`src/rtl/hid_keycode_packer_pkg.sv`:
```
// game_key_pkg: shared FSM states, key codes and Keycode type for the HID packer
package game_key_pkg;
  typedef enum logic [1:0] {IDLE, MOD, KEYS, COMMIT} pack_state_t;
  typedef logic [15:0] keycode_t;
  localparam logic [7:0] KEY_RIGHT = 8'h4F;
  localparam logic [7:0] KEY_LEFT  = 8'h50;
  localparam logic [7:0] KEY_DOWN  = 8'h51;
  localparam logic [7:0] KEY_UP    = 8'h52;
  localparam logic [7:0] KEY_ENTER = 8'h28;
  localparam logic [7:0] KEY_W     = 8'h1A;
  localparam logic [7:0] KEY_A     = 8'h04;
  localparam logic [7:0] KEY_S     = 8'h16;
  localparam logic [7:0] KEY_D     = 8'h07;
  localparam logic [7:0] KEY_SPACE = 8'h2C;
  localparam logic [7:0] ROLL_LO   = 8'h01;
  localparam logic [7:0] ROLL_HI   = 8'h03;
endpackage

```
`src/rtl/hid_key_classify.sv`:
```
// hid_key_classify: sorts one HID key byte into player-1, player-2 or rollover-error class
module hid_key_classify
  import game_key_pkg::*;
(
  input  logic [7:0] Byte_In,
  output logic       is_p1,
  output logic       is_p2,
  output logic       is_err
);
  assign is_p2  = Byte_In inside {KEY_RIGHT, KEY_LEFT, KEY_DOWN, KEY_UP, KEY_ENTER};
  assign is_err = Byte_In >= ROLL_LO && Byte_In <= ROLL_HI;
  assign is_p1  = |Byte_In && !is_p2 && !is_err;
endmodule

```
`src/rtl/hid_keycode_packer.sv`:
```
// hid_keycode_packer: packs HID boot reports into {p2_key, p1_key}; KEYCODE_EDGE_EN selects new-press-only mode
module hid_keycode_packer
  import game_key_pkg::*;
#(
  parameter int KEY_SLOTS    = 6,
  parameter int REPORT_BYTES = 8
) (
  input  logic       Clk,
  input  logic       Reset,
  input  logic [7:0] Byte_In,
  input  logic       Byte_Valid,
  output logic       Byte_Ready,
  input  logic       Sof,
  output keycode_t   Keycode,
  output logic       Keycode_Valid,
  output logic       Rollover_Err
);
  localparam int SW = KEY_SLOTS > 1 ? $clog2(KEY_SLOTS) : 1;
  localparam logic [SW-1:0] LAST = SW'(REPORT_BYTES - 3);
  pack_state_t state, state_n;
  logic [SW-1:0] slot;
  logic [7:0] p1, p2;
  logic bad, xfer, is_p1, is_p2, is_err, fresh;
  hid_key_classify u_cls (.Byte_In(Byte_In), .is_p1(is_p1), .is_p2(is_p2), .is_err(is_err));
  assign Byte_Ready = state != COMMIT;
  assign xfer = Byte_Valid && Byte_Ready;
`ifdef KEYCODE_EDGE_EN
  logic [7:0] prev [KEY_SLOTS];
  logic [7:0] cur  [KEY_SLOTS];
  // a key held over from the last good report does not qualify again
  always_comb begin
    fresh = 1'b1;
    for (int i = 0; i < KEY_SLOTS; i++) fresh = fresh && prev[i] != Byte_In;
  end
  always_ff @(posedge Clk) begin
    if (Reset) begin
      for (int i = 0; i < KEY_SLOTS; i++) prev[i] <= '0;
    end else begin
      if (xfer && !Sof && state == KEYS) cur[slot] <= Byte_In;
      if (state == COMMIT && !bad) prev <= cur;
    end
  end
`else
  assign fresh = 1'b1;
`endif
  always_comb begin
    state_n = state == COMMIT ? IDLE :
              !xfer           ? state :
              Sof             ? MOD :
              state == MOD    ? KEYS :
              state == KEYS && slot == LAST ? COMMIT : state;
  end
  always_ff @(posedge Clk) begin
    if (Reset) begin
      state         <= IDLE;
      slot          <= '0;
      p1            <= '0;
      p2            <= '0;
      bad           <= 1'b0;
      Keycode       <= '0;
      Keycode_Valid <= 1'b0;
      Rollover_Err  <= 1'b0;
    end else begin
      state         <= state_n;
      Keycode_Valid <= state == COMMIT && !bad;
      Rollover_Err  <= Rollover_Err || (state == COMMIT && bad);
      if (state == COMMIT && !bad) Keycode <= {p2, p1};
      // Sof always restarts a report, abandoning any partial one
      if (xfer && Sof) begin
        slot <= '0;
        p1   <= '0;
        p2   <= '0;
        bad  <= 1'b0;
      end else if (xfer && state == KEYS) begin
        slot <= slot == LAST ? '0 : slot + 1'b1;
        bad  <= bad || is_err;
        if (is_p1 && fresh && p1 == '0) p1 <= Byte_In;
        if (is_p2 && fresh && p2 == '0) p2 <= Byte_In;
      end
    end
  end
endmodule

```
`config.mk`:
```
export PLATFORM = sky130hd
export DESIGN_NAME = hid_keycode_packer
export DESIGN_NICKNAME = d
export VERILOG_FILES = /design/src/rtl/hid_keycode_packer_pkg.sv /design/src/rtl/hid_key_classify.sv /design/src/rtl/hid_keycode_packer.sv
export SDC_FILE = /design/constraint.sdc
export NUM_CORES = 1
export LEC_CHECK = 0
export CAP_MARGIN = 20
export CORE_UTILIZATION = 35
export DETAILED_ROUTE_END_ITERATION = 8
export PLACE_DENSITY = 0.67
export SETUP_SLACK_MARGIN = 0.05
export SLEW_MARGIN = 20
export SYNTH_ARGS = -nofsm -noshare
export SYNTH_HDL_FRONTEND = slang
export SYNTH_SLANG_ARGS = --single-unit
export TNS_END_PERCENT = 1
```
`constraint.sdc`:
```
create_clock -name Clk -period 2.3 [get_ports Clk]
set_clock_uncertainty 0.15 [all_clocks]
set_input_delay 0.575 -clock Clk [delete_from_list [all_inputs] [get_ports Clk]]
set_output_delay 0.575 -clock Clk [all_outputs]
set_load 0.01 [all_outputs]
```
==> run_results.csv, run 1 <==
group,metric,value,unit
status,status,"finished clean",
min_path,hp-class,"flop to flop",
synthesis,synth_top_family_by_area,"simple AND/OR/NAND/NOR gates",
clock_network,post-cts-setup-buffer-count,0,
synthesis,synth-edff-count,0,
power_and_ir_drop,p_leak,0.743,nW
sta,timing.fmax,466,MHz
global_routing,grt.total_usage,16.7,%
detailed_routing,ant_nets,0,
power_and_ir_drop,comb_power_share,6.6,%
synthesis,synthXorXnorAreaFrac,0.559,%
finish,design_area,2150,sq um
power_and_ir_drop,p_per_area,627,nW/um^2
setup_path,worstPathCellList,"nand2_1 > clkdlybuf4s50_1",
sta,post-route-period-util,93.3,%
setup_path,crit_slowest_cell,"clkdlybuf4s50_1",
detailed_routing,wl,3450,microns
finish,final_common_cell,"nand2_1",
sta,hold_violations,0,
floorplanning,core_area,4140,sq um
clock_network,clockRootBuffer,"clkbuf_8",
setup_path,cp_max_fo,8,
placement,dp_slack,-0.191,ns
sta,rsz0062_at_grt,"no",
synthesis,synth.distinct_cells,34,
power_and_ir_drop,seqPwrFrac,51.7,%
synthesis,synth_cells,189,
finish,n_antenna_cell,0,
setup_path,required,1.57,ns
synthesis,async_reset_ff_share,0,%
placement,placed_cell_area,2030,sq um
synthesis,seq_area_frac_synth,51.1,%
finish,area_growth,37.1,%
setup_path,arrival,1.42,ns
sta,setup_ws,0.155,ns
clock_network,clockBufferDepth,2,
synthesis,synthFlopType,"dfxtp_1",
power_and_ir_drop,p_switching,0.000288,W
finish,final_cell_mix,"nand2_1 (56), dfxtp_1 (40), clkdlybuf4s50_1 (30)",
sta,whs,0.304,ns
job,maxCapViolations,0,
finish,nNetsFinal,247,
global_routing,grt_overflow,0,
setup_path,end_kind,"output pin",
global_routing,grt_antenna_before_repair,0,
clock_network,numCtsBuffers,5,
synthesis,syn_area,1570,sq um
setup_path,setup.worst_path.start,"state[1]",
clock_network,cts_sinks,40,
synthesis,synth_area_per_cell,8.29,sq um
detailed_routing,drc_errors,0,
sta,tightest_slew,0.424,ns
setup_path,crit_family,"buffers and inverters",
power_and_ir_drop,p_total,0.00135,W
synthesis,synth_fa_ha_area_share,0,%
power_and_ir_drop,swShare,21.4,%
setup_path,cpPeakStageDelay,0.51,ns
floorplanning,dieArea,4750,sq um
synthesis,synth_compound_area_share,18.0,%
power_and_ir_drop,irDropWorstVdd,0.362,mV
placement,portBuffers,30,
clock_network,htreeDepth,2,
setup_path,r2r_start,"p1[2]",
sta,drv_slew,0,
placement,gp_congestion,0.804,
setup_path,criticalPathCategory,"flop to output pin",
detailed_routing,dr.pass1.iters,4,
floorplanning,die_height,68.9,microns
synthesis,syn_nets,201,
power_and_ir_drop,internal_power,0.00106,W
floorplanning,rows,23,
finish,fin_util,51.9,%
floorplanning,initial_core_util,37.8,%
sta,period_minus_slack,2.15,ns
detailed_routing,wl_per_cell,12.1,microns
floorplanning,die_x,68.9,microns
global_routing,grt_max_degree,22,
clock_network,path_clk_slew,0.07,ns
detailed_routing,vias_per_cell,5.00,
global_routing,grt_pass1_wl,5650,microns
clock_network,cts_tree,"yes",
synthesis,synth-seq-cells,40,
setup_path,critical_path.n_buffers_inverters,1,
detailed_routing,vias,1429,
global_routing,grt_pass1_vias,1208,
finish,nFillCells,423,
clock_network,worstSkewPairLatency,0.29,ns
power_and_ir_drop,p_clk_share,41.7,%
floorplanning,io_pins,31,
synthesis,synth_mux_area_share,0,%
sta,slew_headroom,71.7,%
min_path,holdCritStartpoint,"Keycode[11]",
sta,setup_viol,0,
synthesis,synthSimpleGateAreaFrac,27.3,%
finish,drive_above_1_share,11.9,%
placement,post-dp-hpwl,2540,microns
synthesis,yosysWarnings,0,
detailed_routing,drt-initial-drc-count,69,
setup_path,start_kind,"flop",
## state kept, by name, summed over array words and instances, names as in the netlist
name and cells:
Keycode 16, p1 8, p2 8, slot 3, state 2, Keycode_Valid 1
Rollover_Err 1, bad 1
## layout make-up
type                       instances  area, sq um  area share [%]
sequential                        40          801            37.3
tap                               50         62.6            2.91
clock buffer                       6         72.6            3.38
clock inverter                     2         35.0            1.63
multi-input combinational        137          731            34.0
timing repair buffer              45          425            19.8
inverter                           6         22.5            1.05
## synthesized netlist by cell type (2+ instances only)
| cell type | number | area share (%) |
|---|---|---|
| o21ai_1 | 11 | 3.5 |
| dfxtp_1 | 40 | 51 |
| nor4_1 | 2 | 0.80 |
| a31oi_1 | 2 | 0.80 |
| nor2_1 | 8 | 1.9 |
| buf_2 | 2 | 0.64 |
| or3_1 | 3 | 1.2 |
| nand2_1 | 56 | 13 |
| nand3b_1 | 4 | 1.9 |
| a21oi_1 | 25 | 8.0 |
| nor3_1 | 2 | 0.64 |
| inv_1 | 6 | 1.4 |
| clkbuf_1 | 4 | 0.96 |
| or4_1 | 3 | 1.4 |
| and2_1 | 2 | 0.80 |
## stage by stage
stage / std cells / TNS [ns]
3_5_place_dp: 278 / -1.60
3_3_place_gp: 278 / -1.37
5_1_grt: 286 / 0
6_report: 286 / 0
4_1_cts: 286 / 0
2_1_floorplan: 189 / 0
## power groups by stage
stage | Sequential, W | Clock (W) | Combinational [W]
3_3_place_gp | 0.000714 | 0 | 0.0000874
2_1_floorplan | 0.000712 | 0 | 0.0000342
4_1_cts | 0.000698 | 0.000577 | 0.0000885
5_1_grt | 0.000698 | 0.000610 | 0.0000967
3_5_place_dp | 0.000714 | 0 | 0.0000883
6_report | 0.000698 | 0.000562 | 0.0000888
## cell families (layout without fill, tap and decap cells)
| kind of cell | count (synthesis) | count (layout) |
|---|---|---|
| AND/OR/NAND/NOR | 88 | 88 |
| AO/OA/AOI/OAI | 48 | 48 |
| flip-flops | 40 | 40 |
| buffers and inverters | 12 | 59 |
| XOR/XNOR | 1 | 1 |
## worst min-delay path, delay by kind of cell, from the launching register on
kind,cells,cell delay (ns)
and+or+nand+nor,1,0.05
AOI/OAI and AO/OA,1,0.05
DFF,1,0.31
## path summary, 6_finish.rpt
| path | end | cells after the start | slack (ns) |
|---|---|---|---|
| setup / recovery | Byte_Ready | 2 | 0.15 |
| hold / removal | Keycode[11] | 2 | 0.30 |
| setup reg to reg | p1[5] | 4 | 0.53 |
| hold reg to reg | Keycode[11] | 2 | 0.30 |
## metal layers
layer / share of wire (%) / wire (microns) / GRT usage, %
met1: 50 / 1740 / 22.7
met2: 44 / 1520 / 24.8
met3: 4.7 / 163 / 6.41
met4: 0.84 / 29 / 3.83
met5: 0 / 0 / 0
## repair_timing
item                                    CTS  global route
gates resized for setup                   0             1
hold buffers                              0             0
endpoints found under the setup margin    0             1
Note: power is estimated with default switching activity, not from simulation.
==> run 2: changes to the inputs <==
CAP_MARGIN = 10   (was 20)
GPL_ROUTABILITY_DRIVEN = 0   (was not set)
==> results of run 2 <==
Final layout, timing and power as in run 1 (identical DEF).
